<file path="src/rtl/jtag_pkg.sv">
// Shared TAP definitions: controller state encoding, default opcodes and the
// rule that an all-ones instruction always selects BYPASS.
package jtag_pkg;

  typedef enum logic [3:0] {
    ST_RESET      = 4'd0,
    ST_RUN_IDLE   = 4'd1,
    ST_SELECT_DR  = 4'd2,
    ST_CAPTURE_DR = 4'd3,
    ST_SHIFT_DR   = 4'd4,
    ST_EXIT1_DR   = 4'd5,
    ST_PAUSE_DR   = 4'd6,
    ST_EXIT2_DR   = 4'd7,
    ST_UPDATE_DR  = 4'd8,
    ST_SELECT_IR  = 4'd9,
    ST_CAPTURE_IR = 4'd10,
    ST_SHIFT_IR   = 4'd11,
    ST_EXIT1_IR   = 4'd12,
    ST_PAUSE_IR   = 4'd13,
    ST_EXIT2_IR   = 4'd14,
    ST_UPDATE_IR  = 4'd15
  } tap_state_e;

  localparam logic [31:0] DEFAULT_IDCODE_VALUE = 32'h1000_0001;
  localparam logic [3:0]  DEFAULT_IDCODE_OP    = 4'h1;
  localparam logic [3:0]  DEFAULT_USER_BASE    = 4'h8;

  // True when the low 'width' bits of op are all ones (the BYPASS opcode).
  function automatic logic is_bypass_op(input logic [31:0] op, input int width);
    logic [31:0] mask;
    mask = (width >= 32) ? '1 : ((32'd1 << width) - 32'd1);
    return (op & mask) == mask;
  endfunction

endpackage

</file>
<file path="src/rtl/tap_fsm.sv">
// 16-state TAP controller: state register plus the standard TMS transition graph.
module tap_fsm
  import jtag_pkg::*;
(
  input  logic       TCK,
  input  logic       reset_bar,
  input  logic       TMS,
  output tap_state_e tap_state
);

  tap_state_e state_next;

  // State register; TRST* forces Test-Logic-Reset immediately.
  always_ff @(posedge TCK or negedge reset_bar) begin
    if (!reset_bar) tap_state <= ST_RESET;
    else            tap_state <= state_next;
  end

  // Next state from the current state and TMS.
  always_comb begin
    state_next = tap_state;
    case (tap_state)
      ST_RESET:      state_next = TMS ? ST_RESET     : ST_RUN_IDLE;
      ST_RUN_IDLE:   state_next = TMS ? ST_SELECT_DR : ST_RUN_IDLE;
      ST_SELECT_DR:  state_next = TMS ? ST_SELECT_IR : ST_CAPTURE_DR;
      ST_CAPTURE_DR: state_next = TMS ? ST_EXIT1_DR  : ST_SHIFT_DR;
      ST_SHIFT_DR:   state_next = TMS ? ST_EXIT1_DR  : ST_SHIFT_DR;
      ST_EXIT1_DR:   state_next = TMS ? ST_UPDATE_DR : ST_PAUSE_DR;
      ST_PAUSE_DR:   state_next = TMS ? ST_EXIT2_DR  : ST_PAUSE_DR;
      ST_EXIT2_DR:   state_next = TMS ? ST_UPDATE_DR : ST_SHIFT_DR;
      ST_UPDATE_DR:  state_next = TMS ? ST_SELECT_DR : ST_RUN_IDLE;
      ST_SELECT_IR:  state_next = TMS ? ST_RESET     : ST_CAPTURE_IR;
      ST_CAPTURE_IR: state_next = TMS ? ST_EXIT1_IR  : ST_SHIFT_IR;
      ST_SHIFT_IR:   state_next = TMS ? ST_EXIT1_IR  : ST_SHIFT_IR;
      ST_EXIT1_IR:   state_next = TMS ? ST_UPDATE_IR : ST_PAUSE_IR;
      ST_PAUSE_IR:   state_next = TMS ? ST_EXIT2_IR  : ST_PAUSE_IR;
      ST_EXIT2_IR:   state_next = TMS ? ST_UPDATE_IR : ST_SHIFT_IR;
      ST_UPDATE_IR:  state_next = TMS ? ST_SELECT_DR : ST_RUN_IDLE;
      default:       state_next = ST_RESET;
    endcase
  end

endmodule

</file>
<file path="src/rtl/jtag_tap_core.sv">
// JTAG TAP core: controller, instruction register, decode, IDCODE and BYPASS
// registers and the TDO mux, all in the TCK domain. User DRs live outside and
// are steered by user_select and the DR strobes.
module jtag_tap_core
  import jtag_pkg::*;
#(
  parameter int                  IR_WIDTH     = 4,
  parameter logic [31:0]         IDCODE_VALUE = DEFAULT_IDCODE_VALUE,
  parameter int                  NUM_USER     = 2,
  parameter logic [IR_WIDTH-1:0] USER_BASE    = IR_WIDTH'(DEFAULT_USER_BASE),
  parameter logic [IR_WIDTH-1:0] IDCODE_OP    = IR_WIDTH'(DEFAULT_IDCODE_OP)
)(
  input  logic                TCK,
  input  logic                reset_bar,
  input  logic                TMS,
  input  logic                TDI,
  output logic                TDO,
  output logic                enableTDO,
  output logic [IR_WIDTH-1:0] ir_out,
  output logic [3:0]          tap_state,
  output logic [NUM_USER-1:0] user_select,
  input  logic [NUM_USER-1:0] user_tdo,
  output logic                captureDR,
  output logic                shiftDR,
  output logic                updateDR
);

  tap_state_e          state;
  logic [IR_WIDTH-1:0] ir_shift;
  logic [IR_WIDTH-1:0] ir_reg;
  logic [31:0]         idcode_sr;
  logic                bypass_sr;
  logic                sel_idcode;
  logic                user_any;
  logic [NUM_USER-1:0] user_hit;
  logic                tdo_next;

  tap_fsm u_fsm (
    .TCK       (TCK),
    .reset_bar (reset_bar),
    .TMS       (TMS),
    .tap_state (state)
  );

  assign tap_state = state;

  // The instruction reads as IDCODE for as long as the controller sits in Reset.
  assign ir_out = (state == ST_RESET) ? IDCODE_OP : ir_reg;

  // IR capture/shift and the parallel instruction latch.
  always_ff @(posedge TCK or negedge reset_bar) begin
    if (!reset_bar) begin
      ir_shift <= '0;
      ir_reg   <= IDCODE_OP;
    end else begin
      case (state)
        ST_RESET:      ir_reg   <= IDCODE_OP;
        ST_CAPTURE_IR: ir_shift <= IR_WIDTH'(1);
        ST_SHIFT_IR:   ir_shift <= {TDI, ir_shift[IR_WIDTH-1:1]};
        ST_UPDATE_IR:  ir_reg   <= ir_shift;
        default:       ;
      endcase
    end
  end

  // Instruction decode; all-ones wins over every other match, then IDCODE.
  always_comb begin
    sel_idcode = (ir_out == IDCODE_OP) && !is_bypass_op(32'(ir_out), IR_WIDTH);
    user_hit   = '0;
    for (int k = 0; k < NUM_USER; k++) begin
      user_hit[k] = (ir_out == USER_BASE + IR_WIDTH'(k));
    end
    if (sel_idcode || is_bypass_op(32'(ir_out), IR_WIDTH)) user_hit = '0;
  end

  assign user_select = user_hit;
  assign user_any    = |user_hit;
  assign captureDR   = user_any && (state == ST_CAPTURE_DR);
  assign shiftDR     = user_any && (state == ST_SHIFT_DR);
  assign updateDR    = user_any && (state == ST_UPDATE_DR);

  // Built-in data registers: IDCODE and the single-bit BYPASS.
  always_ff @(posedge TCK or negedge reset_bar) begin
    if (!reset_bar) begin
      idcode_sr <= '0;
      bypass_sr <= 1'b0;
    end else if (state == ST_CAPTURE_DR) begin
      idcode_sr <= IDCODE_VALUE;
      bypass_sr <= 1'b0;
    end else if (state == ST_SHIFT_DR) begin
      idcode_sr <= {TDI, idcode_sr[31:1]};
      bypass_sr <= TDI;
    end
  end

  // Serial output source for the current state and instruction.
  always_comb begin
    tdo_next = 1'b0;
    if (state == ST_SHIFT_IR) begin
      tdo_next = ir_shift[0];
    end else if (state == ST_SHIFT_DR) begin
      if (sel_idcode)    tdo_next = idcode_sr[0];
      else if (user_any) tdo_next = |(user_hit & user_tdo);
      else               tdo_next = bypass_sr;
    end
  end

  // TDO and its enable are retimed to the falling edge of TCK.
  always_ff @(negedge TCK or negedge reset_bar) begin
    if (!reset_bar) begin
      TDO       <= 1'b0;
      enableTDO <= 1'b0;
    end else begin
      TDO       <= tdo_next;
      enableTDO <= (state == ST_SHIFT_DR) || (state == ST_SHIFT_IR);
    end
  end

endmodule

</file>
<file path="config.mk">
export PLATFORM = sky130hd
export DESIGN_NAME = jtag_tap_core
export DESIGN_NICKNAME = d
export VERILOG_FILES = /design/src/rtl/jtag_pkg.sv /design/src/rtl/tap_fsm.sv /design/src/rtl/jtag_tap_core.sv
export SDC_FILE = /design/constraint.sdc
export NUM_CORES = 1
export LEC_CHECK = 0
export CORE_ASPECT_RATIO = 0.8
export CORE_MARGIN = 2
export CORE_UTILIZATION = 56
export CTS_CLUSTER_DIAMETER = 40
export DETAILED_ROUTE_END_ITERATION = 10
export PLACE_DENSITY = 0.76
export SETUP_SLACK_MARGIN = 0.4
export SYNTH_ARGS = -nofsm -noshare
export SYNTH_HDL_FRONTEND = slang
export SYNTH_SLANG_ARGS = --single-unit
</file>
<file path="constraint.sdc">
create_clock -name TCK -period 1.7 [get_ports TCK]
set_input_delay 0.34 -clock TCK [delete_from_list [all_inputs] [get_ports TCK]]
set_output_delay 0.34 -clock TCK [all_outputs]
set_load 0.02 [all_outputs]
</file>
==> reports/results.env, run 1 <==
PLACE.PORT_BUFFERS=20
GRT_START_MAX_NET_PINS=31
SYNTHESIZED_NETLIST_CELL_COUNT=248
CLOCKROOTBUFFER='clkbuf_8'
FP.DIEW_UM=73.8
ERROR_MESSAGE='[ERROR DPL-0038] Utilization greater than 100%, impossible to legalize'
TYPE_OF_THE_WORST_ENDPOINT_AFTER_THE_LAST_REPAIR='register input'
GP_CONGESTION=0.834
RUN_STATUS='stopped before the end'
YS_SEQ_ELEMENTS=46
SYNTH-EDFF-COUNT=0
WORST_ENDPOINT='TDO$_DFF_NN0_/D'
FLOORPLAN.INITIALDENSITY=0.578
DPL_WORST_SLACK_PS=-520
YOSYS_MOST_USED_DFF='dfrtp_1'
YS_TYPES=41
SYNTH_NETS=254
PLACEMENTROWS=20
YS_SEQ_AREA_FRAC=0.528
NUMCTSBUFFERS=5
YOSYSWARNINGCOUNT=0
CTS_NUM_SINKS=46
CTS_HTREE_LEVELS=2
SYNTHESIS.AREA_MM2=0.00218
DPL-INSTANCE-AREA_MM2=0.00272
CTSLONGESTPATHBUFFERS=2
ASYNCSETRESETFLOPFRACSYNTH=1.00
DIE_HEIGHT_UM=59.9
IO_PINS=21
HALF_PERIMETER_WIRE_LENGTH_AFTER_PLACEMENT_MM=3.28
POSTSYNTHAREAPERCELL_UM2=8.80
LAST_STEP_REACHED='global routing'
## synthesized netlist by cell type (4+ instances only)
| cell type | number | area [um^2] |
|---|---|---|
| buf_2 | 11 | 55.1 |
| nor3_1 | 4 | 20.0 |
| nand2_1 | 72 | 270 |
| o22ai_1 | 4 | 25.0 |
| o21ai_0 | 5 | 25.0 |
| nor2_1 | 19 | 71.3 |
| dfrtp_1 | 43 | 1080 |
| nor2b_1 | 4 | 25.0 |
| a21oi_1 | 33 | 165 |
| clkbuf_1 | 5 | 18.8 |
| buf_6 | 4 | 45.0 |
## cells by family after synthesis
logic type      after synthesis  share of synthesized area
simple gates                118                      0.241
buf+inv                      23                     0.0596
flops                        46                      0.528
mux                           2                    0.00974
xor+xnor                      1                    0.00401
compound gates               58                      0.158
## timing repair
| item | in CTS |
|---|---|
| resized for setup | 201 |
| setup endpoints to repair | 60 |
| gates cloned | 4 |
| setup buffers | 28 |
| pin swaps | 19 |
| hold buffers | 0 |
## through the flow
stage                     instances  hold slack [ps]  utilization
after floorplan                 248             44.4            -
after global placement          338              398        0.719
after detailed placement        338              401        0.719
after CTS                       378             93.9        0.941
==> run 2: changes to the inputs <==
- CORE_ASPECT_RATIO: 0.8 -> default
- CORE_UTILIZATION: 56 -> 40
- CTS_CLUSTER_DIAMETER: 40 -> default
- PLACE_DENSITY: 0.76 -> default
- PLACE_DENSITY_LB_ADDON: default -> 0.15
- SETUP_SLACK_MARGIN: 0.4 -> default
==> reports/results.env, run 2 <==
YS_SEQ_AREA_FRAC=0.528  # unchanged
POWER.STATIC_LEAKAGE_nW=1.32
CLKTRANSATPATHREGS_PS=90
PLACE.PORT_BUFFERS=20  # unchanged
WORST-PATH-MAX-FANOUT=2
GLOBAL_ROUTE.USAGE.TOTAL=0.173
SETUP.WORST_PATH.END_CLASS='flip-flop'
GRT_PASS1_VIAS=1810
SYNTH_TOP_CELLS_BY_AREA='dfrtp_1, nand2_1, a21oi_1, nor2_1, buf_2'
DETAIL-ROUTE-ANTENNA-NETS=0
NUMCTSBUFFERS=5  # unchanged
FLOORPLAN.INITIALDENSITY=0.422  # -0.156
TRITONCTS_CLOCK_TREE='built'
UTILIZATION=0.568
SYNTHESIS.AREA_MM2=0.00218  # unchanged
FINALHOLDVIOLATIONS=0
CLOCK_INSERTION_DELAY_WORST_SKEW_PS=300
FIN_CELLS=370
VIASPERCELL=5.04
SYNTH_TOP_CELL_BY_AREA='dfrtp_1'
YS_SEQ_ELEMENTS=46  # unchanged
GRT_START_MAX_NET_PINS=32
YS_TYPES=41  # unchanged
YOSYS_MOST_USED_DFF='dfrtp_1'
DR_TOTAL_VIAS=1863
SYNTH_TOP_AREA_SHARE=0.493  # unchanged
FINALMAXSLEWVIOLATIONS=0
END_OF_THE_WORST_REGISTER_TO_REGISTER_PATH='TDO'
SYNTH_NETS=254  # unchanged
PLACEMENTROWS=26  # +30%
MULTI_INPUT_COMB_AREA_MM2=0.00101
DESIGN.FINAL.NETS=305
HALF_PERIMETER_WIRE_LENGTH_AFTER_PLACEMENT_MM=3.32  # +1.1%
ENDPOINT='TDO'
FAILED_CHECKS='negative setup slack'
CRITICALPATHCATEGORY='reg -> reg'
WORST_SLEW_MARGIN_RELATIVE_TO_ITS_LIMIT=0.743
FLOORPLAN.DIE_AREA_MM2=0.00607
POSTSYNTHAREAPERCELL_UM2=8.80  # unchanged
INITIAL_ANTENNA_VIOLATION_COUNT=0
SYNTHESIZED_NETLIST_CELL_COUNT=248  # unchanged
GP_CONGESTION=0.776  # -6.9%
FILLER_CELL_COUNT=458
SYNTHTOLAYOUTAREAGROWTH_PCT=34.5
ASYNCSETRESETFLOPFRACSYNTH=1.00  # unchanged
CTS_HTREE_LEVELS=2  # unchanged
RUN_STATUS='finished, violations left'
VDD_DROP_MAX_mV=0.944
TIMING.FINAL.WS_SETUP_PS=-336
MAX_FLOP_REGISTER='idcode_sr'
FINCLKSKEW_PS=8.06
POST-SYNTH-TOP-COUNT-CELL='nand2_1'
REGISTER_TO_REGISTER_PATH_DEPTH=3
GRT_FIRST_PASS_WIRELENGTH_MM=8.34
MAX_REG_FLOPS=32
WORSTSETUPSTARTPOINT='ir_reg[0]'
FIN_AREA_MM2=0.00294
CTS_NUM_SINKS=46  # unchanged
WORSTMARGINPINSLEW_PS=386
ROUTE.DETAILED.WL_PER_INST_UM=13.4
WORST_HOLD_PATH_TYPE='in -> async'
WORST_EP_REQUIRED_TIME_PS=990
POWER_DENSITY_mW_PER_MM2=1510
YOSYSWARNINGCOUNT=0  # unchanged
SYNTH-EDFF-COUNT=0  # unchanged
SYNTH_COMMON_CELLS='nand2_1, dfrtp_1, a21oi_1, nor2_1, buf_2'
CAP_VIOL_MAX_COUNT=0
FINAL_COMMON_CELL='nand2_1'
PLACE.DETAILED.INSTANCES=352  # +4.1%
DIE_HEIGHT_UM=77.9  # +30%
WORST_EP_ARRIVAL_TIME_PS=1330
LAYOUT-DRIVE-GT1-SHARE=0.300
FP.DIEW_UM=77.9  # +5.5%
IO_PINS=21  # unchanged
DPL_WORST_SLACK_PS=-509  # +10.9 ps
DETAIL_ROUTE.FIRST_PASS.ITERATIONS=4
OVERFLOW=0
CLOCKROOTBUFFER='clkbuf_8'
REGISTER_AREA_MM2=0.00116
DETAIL_ROUTE.ITER0.VIOLATIONS=107
DPL-INSTANCE-AREA_MM2=0.00263  # -3.0%
REMAINING_DRCS=0
SETUP_REPAIR_AFTER_GLOBAL_ROUTING_MISSED_ITS_MARGIN='true'
N_ANTENNA_CELL=0
REGTOREGSTARTPOINT='ir_reg[0]'
SETUP_VIOL=13
AREA_OF_THE_CORE_MM2=0.00517
CTSLONGESTPATHBUFFERS=2  # unchanged
MOST-COMMON-LAYOUT-CELLS='nand2_1, dfrtp_1, buf_4'
TOTALWIRELENGTH_MM=4.96
R2R_SLACK_PS=-340
CATEGORY_OF_THE_WORST_SETUP_PATH_LAUNCH_POINT='flip-flop'
[run 2: cell families (layout without fill, tap and decap cells)]
logic type / after synthesis / in the layout / synth area share
buffers and inverters: 23 / 75 / 0.0596
muxes: 2 / 2 / 0.00974
xor gates and xnor gates: 1 / 1 / 0.00401
AOI/OAI and AO/OA: 58 / 58 / 0.158
and+or+nand+nor: 118 / 118 / 0.241
DFF: 46 / 46 / 0.528
[run 2: worst min-delay path by stage]
stage / end / start / slack (ps) / depth (start not counted)
after floorplan: idcode_sr[0] / reset_bar / 40 / 0
after global placement: idcode_sr[19] / reset_bar / 180 / 1
after detailed placement: idcode_sr[19] / reset_bar / 180 / 1
after CTS: idcode_sr[19] / reset_bar / 390 / 2
after global routing: idcode_sr[19] / reset_bar / 390 / 2
final: idcode_sr[19] / reset_bar / 390 / 2
[run 2: layer usage]
| layer | routed length [um] | track usage | vias to the layer above |
|---|---|---|---|
| met3 | 128 | 0.0314 | 16 |
| li1 | - | - | 928 |
| met1 | 2210 | 0.222 | 884 |
| met4 | 201 | 0.0964 | 0 |
| met5 | 0 | 0 | - |
| met2 | 2420 | 0.275 | 35 |
[run 2: repair_timing]
item                                    4_1_cts  5_1_grt
setup buffers                                 7        3
pin swaps                                     3        3
gates resized for setup                      80       21
endpoints found under the setup margin       17       27
endpoints found under the hold margin         1        0
hold buffers                                  1        0
cloned                                        0        0
[run 2: report_power, final]
group	switching [mW]	internal, mW
logic	1.16	1.05
clock network	0.371	0.291
registers	0.199	1.35
total	1.73	2.69
[run 2: area by class of cell]
class                      instances  area share
clock inverter                     2     0.00469
inverter                           3     0.00383
multi-input combinational        179       0.343
sequential                        46       0.394
timing repair buffer              64       0.199
tap                               70      0.0298
clock buffer                       6      0.0247
[run 2: worst max-delay path: stages (launching register included)]
cell and delay, ps:
dfstp_2 550, mux2i_1 180, a32oi_1 100, o22a_1 210
[run 2: metrics by stage]
stage | hold slack (ps) | TNS (ps) | total power [mW]
finish | 394 | -2920 | 4.42
global route | 394 | -3730 | 4.74
CTS | 387 | -2940 | 4.37
detailed placement | 181 | -3990 | 3.47
global placement | 184 | -3920 | 3.45
floorplan | 44.4 | -748 | 2.81
No activity file was read; power rests on OpenSTA's default activity.
==> run 3: changes to the inputs <==
- SETUP_SLACK_MARGIN: default -> 0.4
==> reports/results.env, run 3 (synthesis gave the netlist of run 2 again) <==
RUN_STATUS='finished, violations left'
FAILED_CHECKS='negative setup slack'
FMAX_MHz=485
AREA_OF_THE_CORE_MM2=0.00517  # unchanged
IO_PINS=21  # unchanged
SETUP_TOTAL_NEGATIVE_SLACK_PS=-4880  # -1960 ps
PERIOD_SHARE=1.21
SETUP_VIOL=38  # +25
CAP_VIOL_MAX_COUNT=0  # unchanged
WORSTPATHBUFFERINVERTERCOUNT=2  # +2
VDD_DROP_MAX_mV=1.16  # +23%
CLKTRANSATPATHREGS_PS=90  # about the same
WORST_HOLD_PATH_TYPE='in -> async'
FINALHOLDVIOLATIONS=0  # unchanged
FINCLKSKEW_PS=4.58  # -3.48 ps
END_OF_THE_WORST_REGISTER_TO_REGISTER_PATH='TDO'
LAYOUT-DRIVE-GT1-SHARE=0.578  # +0.278
WORSTMARGINPINSLEW_PS=453  # +67.7 ps
DETAIL-ROUTE-ANTENNA-NETS=0  # unchanged
REMAINING_DRCS=0  # unchanged
SYNTHTOLAYOUTAREAGROWTH_PCT=66.2
GRT_FIRST_PASS_WIRELENGTH_MM=10.2  # +23%
OVERFLOW=0  # unchanged
DPL-INSTANCE-AREA_MM2=0.00273  # +3.6%
PLACEMENTROWS=26  # unchanged
R2R_SLACK_PS=-320  # +20 ps
DESIGN.FINAL.NETS=327  # +7.2%
TOTALPOWERFINAL_mW=6.08  # +38%
PLACE.DETAILED.INSTANCES=352  # unchanged
TIMING.FINAL.WS_SETUP_PS=-364  # -27.4 ps
HOLD-WORST-SLACK_PS=72.2  # -321 ps
CTSHOLDBUFFERS=0  # -1
TOTALWIRELENGTH_MM=6.27  # +26%
LAYOUT_MIN_CYCLE_TIME_PS=2060
CRITICAL-PATH-TOP-DELAY-FAMILY='simple AND/OR/NAND/NOR gates'
CPMOSTUSEDCELL='buf_6'
DETAIL_ROUTE.FIRST_PASS.ITERATIONS=4  # unchanged
FLOORPLAN.INITIALDENSITY=0.422  # unchanged
POWER.STATIC_LEAKAGE_nW=1.63  # +24%
PLACE.PORT_BUFFERS=20  # unchanged
REGTOREGSTARTPOINT='u_fsm.tap_state[1]'
FILLER_CELL_COUNT=380  # -17%
DIE_HEIGHT_UM=77.9  # unchanged
N_ANTENNA_CELL=0  # unchanged
CRITICALPATHCATEGORY='reg -> out'
FIN_CELLS=392  # +5.9%
WORST_EP_ARRIVAL_TIME_PS=1720  # +390 ps
CATEGORY_OF_THE_WORST_SETUP_PATH_LAUNCH_POINT='flip-flop'
REGISTER_TO_REGISTER_PATH_DEPTH=5  # +2
UTILIZATION=0.702  # +0.134
CLOCKROOTBUFFER='clkbuf_8'
SETUP.WORST_PATH.END_CLASS='primary output'
WORST_EP_REQUIRED_TIME_PS=1360  # +370 ps
VIASPERCELL=5.14  # +2.1%
GLOBAL_ROUTE.USAGE.TOTAL=0.217  # +0.0435
CTS_NUM_SINKS=46  # unchanged
HALF_PERIMETER_WIRE_LENGTH_AFTER_PLACEMENT_MM=3.31  # -0.14%
WORST_PATH_MAX_DELAY_CELL='dfrtp_2'
DETAIL_ROUTE.ITER0.VIOLATIONS=124  # +16%
SETUP_REPAIR_AFTER_GLOBAL_ROUTING_MISSED_ITS_MARGIN='true'
GRT_START_MAX_NET_PINS=36  # +13%
GP_CONGESTION=0.820  # +5.6%
DR_TOTAL_VIAS=2016  # +8.2%
CRITICAL_PATH.MAX_STAGE_DELAY_PS=480  # -70 ps
CTS_HTREE_LEVELS=2  # unchanged
MAX_REG_FLOPS=32  # unchanged
WORST_SLEW_MARGIN_RELATIVE_TO_ITS_LIMIT=0.698  # -0.0451
FINALMAXSLEWVIOLATIONS=0  # unchanged
CTSLONGESTPATHBUFFERS=2  # unchanged
MAX_FLOP_REGISTER='idcode_sr'
CLOCK_INSERTION_DELAY_WORST_SKEW_PS=300  # about the same
POWER_DENSITY_mW_PER_MM2=1670  # +11%
FLOORPLAN.DIE_AREA_MM2=0.00607  # unchanged
NUMCTSBUFFERS=5  # unchanged
WORST-PATH-MAX-FANOUT=6  # +4
GRT_PASS1_VIAS=2045  # +13%
PATH_DEPTH=5  # +2
ROUTE.DETAILED.WL_PER_INST_UM=16.0  # +19%
FP.DIEW_UM=77.9  # unchanged
MOST-COMMON-LAYOUT-CELLS='nand2_1, buf_6, dfrtp_1'
CRIT_CHAIN='buf_6, nor4_4, or2_4, nor2b_4, buf_6'
TRITONCTS_CLOCK_TREE='built'
DPL_WORST_SLACK_PS=-476  # +32.8 ps
FIN_AREA_MM2=0.00363  # +24%
INITIAL_ANTENNA_VIOLATION_COUNT=0  # unchanged
==> run 3: area by class of cell <==
type	count	area (um^2)	share of cell area
inverters	3	11.3	0.00310
repair buffers	86	941	0.259
clock inverters	3	43.8	0.0121
multi-input cells	179	1320	0.364
flip-flops and latches	46	1160	0.319
well taps	70	87.6	0.0241
clock buffers	5	68.8	0.0190
==> run 3: worst max path at each step <==
stage | startpoint | end
6_report | u_fsm.tap_state[0] | captureDR
5_1_grt | u_fsm.tap_state[0] | captureDR
4_1_cts | TDO | TDO
3_5_place_dp | user_tdo[1] | TDO
3_3_place_gp | user_tdo[1] | TDO
2_1_floorplan | ir_reg[0] | TDO
==> run 3: timing repair <==
action,4_1_cts,5_1_grt
pin swaps,34,17
cloned,3,0
gates resized for setup,175,44
setup buffers,22,7
endpoints found under the setup margin,59,61
==> run 3: worst register-to-register path, stage by stage, from the launching register on <==
cell and delay (ps):
dfrtp_2 420, buf_6 140, nor2_1 200, nand2_4 90, a31oi_1 200, o22a_1 170
==> run 3: metal layers <==
metal | up-vias | global-route usage | share of wire
met5 | - | 0 | 0
met4 | 0 | 0.0643 | 0.019
met3 | 9 | 0.0337 | 0.028
met2 | 36 | 0.373 | 0.52
met1 | 995 | 0.280 | 0.43
li1 | 976 | - | -
==> run 3: power by group <==
part	leakage (nW)	total (mW)	internal, mW	switching [mW]
registers	0.614	1.58	1.35	0.223
clock network	0.0585	0.835	0.441	0.394
logic	0.963	3.67	1.92	1.75
==> run 4: changes to the inputs <==
- CORE_UTILIZATION: 40 -> 56
==> reports/results.env, run 4 (synthesis gave the netlist of run 2 again) <==
RUN_STATUS='finished, violations left'
FAILED_CHECKS='negative setup slack'
CRITICAL_PATH.MAX_STAGE_DELAY_PS=390  # -90 ps
WORST_EP_REQUIRED_TIME_PS=1000  # -360 ps
NUMCTSBUFFERS=5  # unchanged
CATEGORY_OF_THE_WORST_SETUP_PATH_LAUNCH_POINT='flip-flop'
DETAIL-ROUTE-ANTENNA-NETS=0  # unchanged
DIE_HEIGHT_UM=66.4  # -15%
POWER_DENSITY_mW_PER_MM2=1830  # +9.0%
GRT_FIRST_PASS_WIRELENGTH_MM=11.7  # +14%
FINALMAXSLEWVIOLATIONS=0  # unchanged
SETUP_VIOL=53  # +39%
GRT_PASS1_VIAS=2280  # +11%
OVERFLOW=0  # unchanged
WORST_SLEW_MARGIN_RELATIVE_TO_ITS_LIMIT=0.676  # -0.0215
N_ANTENNA_CELL=0  # unchanged
WORST_EP_ARRIVAL_TIME_PS=1600  # -120 ps
PLACEMENTROWS=22  # -15%
WORST_PATH_MAX_DELAY_CELL='dfstp_2'
CTSLONGESTPATHBUFFERS=2  # unchanged
CLOCK_INSERTION_DELAY_WORST_SKEW_PS=310  # about the same
VIASPERCELL=6.93  # +35%
DETAIL_ROUTE.ITER0.VIOLATIONS=499  # +300%
REMAINING_DRCS=0  # unchanged
FINALHOLDVIOLATIONS=0  # unchanged
LAYOUT-DRIVE-GT1-SHARE=0.578  # +0.000822
CTS_NUM_SINKS=46  # unchanged
WORST_HOLD_PATH_TYPE='in -> async'
VDD_DROP_MAX_mV=1.62  # +39%
FINCLKSKEW_PS=8.60  # +4.02 ps
FP.DIEW_UM=66.4  # -15%
FLOORPLAN.INITIALDENSITY=0.588  # +0.165
PLACE.DETAILED.INSTANCES=325  # -7.7%
CLOCKROOTBUFFER='clkbuf_8'
WORSTPATHBUFFERINVERTERCOUNT=1  # -1
WORSTMARGINPINSLEW_PS=485  # +32.2 ps
CTSHOLDBUFFERS=0  # unchanged
PLACE.PORT_BUFFERS=20  # unchanged
SYNTHTOLAYOUTAREAGROWTH_PCT=66.8
FILLER_CELL_COUNT=46  # -88%
FINAL_COMMON_CELL='nand2_1'
HOLD-WORST-SLACK_PS=38.2  # -34.0 ps
DESIGN.FINAL.NETS=330  # +0.92%
DR_TOTAL_VIAS=2585  # +28%
DPL_WORST_SLACK_PS=-547  # -71.2 ps
CRITICAL-PATH-TOP-DELAY-FAMILY='compound AO/OA/AOI/OAI gates'
CRIT_CHAIN='buf_4, o21ai_0, a32oi_1, o22a_1'
CRITICALPATHCATEGORY='reg -> reg'
DETAIL_ROUTE.FIRST_PASS.ITERATIONS=6  # +2
INITIAL_ANTENNA_VIOLATION_COUNT=0  # unchanged
CAP_VIOL_MAX_COUNT=0  # unchanged
CTS_HTREE_LEVELS=2  # unchanged
MAX_REG_FLOPS=32  # unchanged
UTILIZATION=0.980  # +0.278
TRITONCTS_CLOCK_TREE='built'
HALF_PERIMETER_WIRE_LENGTH_AFTER_PLACEMENT_MM=3.09  # -6.6%
GRT_START_MAX_NET_PINS=38  # +5.6%
ROUTE.DETAILED.WL_PER_INST_UM=29.4  # +84%
WORST-PATH-MAX-FANOUT=7  # +1
GP_CONGESTION=0.782  # -4.5%
SETUP.WORST_PATH.END_CLASS='flip-flop'
TIMING.FINAL.WS_SETUP_PS=-597  # -233 ps
CLKTRANSATPATHREGS_PS=100  # about the same
GLOBAL_ROUTE.USAGE.TOTAL=0.365  # +0.148
AREA_OF_THE_CORE_MM2=0.00372  # -28%
SETUP_REPAIR_AFTER_GLOBAL_ROUTING_MISSED_ITS_MARGIN='true'
FLOORPLAN.DIE_AREA_MM2=0.00441  # -27%
POWER.STATIC_LEAKAGE_nW=1.60  # -2.0%
TOTALWIRELENGTH_MM=11.0  # +75%
MAX_FLOP_REGISTER='idcode_sr'
TOTALPOWERFINAL_mW=6.65  # +9.4%
MOST-COMMON-LAYOUT-CELLS='nand2_1, buf_6, dfrtp_1'
IO_PINS=21  # unchanged
FIN_CELLS=373  # -4.8%
-- run 4: metal layers --
metal / part of all wire / up-vias / wire length (um) / GRT usage
met5: 0 / - / 0 / 0
met4: 0.10 / 0 / 1120 / 0.191
met3: 0.11 / 120 / 1250 / 0.0681
met2: 0.46 / 289 / 5050 / 0.624
met1: 0.32 / 1196 / 3530 / 0.432
li1: - / 980 / - / -
-- run 4: worst paths after layout --
check	slack, ps	depth (start not counted)	startpoint	end
max	-600	4	ir_reg[0]	TDO
min	40	2	reset_bar	idcode_sr[30]
max reg2reg	-600	4	ir_reg[0]	TDO
min reg2reg	550	2	idcode_sr[22]	idcode_sr[21]
max in group asynchronous	950	1	reset_bar	enableTDO
min in group TCK	550	2	idcode_sr[22]	idcode_sr[21]
-- run 4: worst reg2reg max path, stage by stage (launching register included) --
cell and delay [ps]:
dfstp_2 390, buf_4 180, o21ai_0 330, a32oi_1 140, o22a_1 250
-- run 4: report_power, final --
group	switching [mW]	total [mW]	internal, mW
clock	0.427	0.869	0.442
combinational	2.13	4.10	1.97
sequential	0.327	1.68	1.35
-- run 4: what timing repair did --
action,CTS,global route
endpoints found under the setup margin,59,61
pin swaps,29,7
cloned,2,1
resized for setup,174,43
setup buffers,27,10
-- run 4: area by class of cell --
type	instances	area, um^2	area share
Clock inverter	3	43.8	0.0120
Tap cell	48	60.1	0.0165
Clock buffer	5	68.8	0.0189
Sequential cell	46	1160	0.318
Timing Repair Buffer	89	991	0.272
Multi-Input combinational cell	179	1310	0.360
Inverter	3	11.3	0.00309
-- run 4: per-stage QoR --
step / setup TNS [ps] / area (um^2)
4_1_cts: -3790 / 3370
2_1_floorplan: -719 / 2330
3_5_place_dp: -3660 / 2670
6_report: -9170 / 3640
5_1_grt: -10860 / 3640
3_3_place_gp: -3430 / 2670
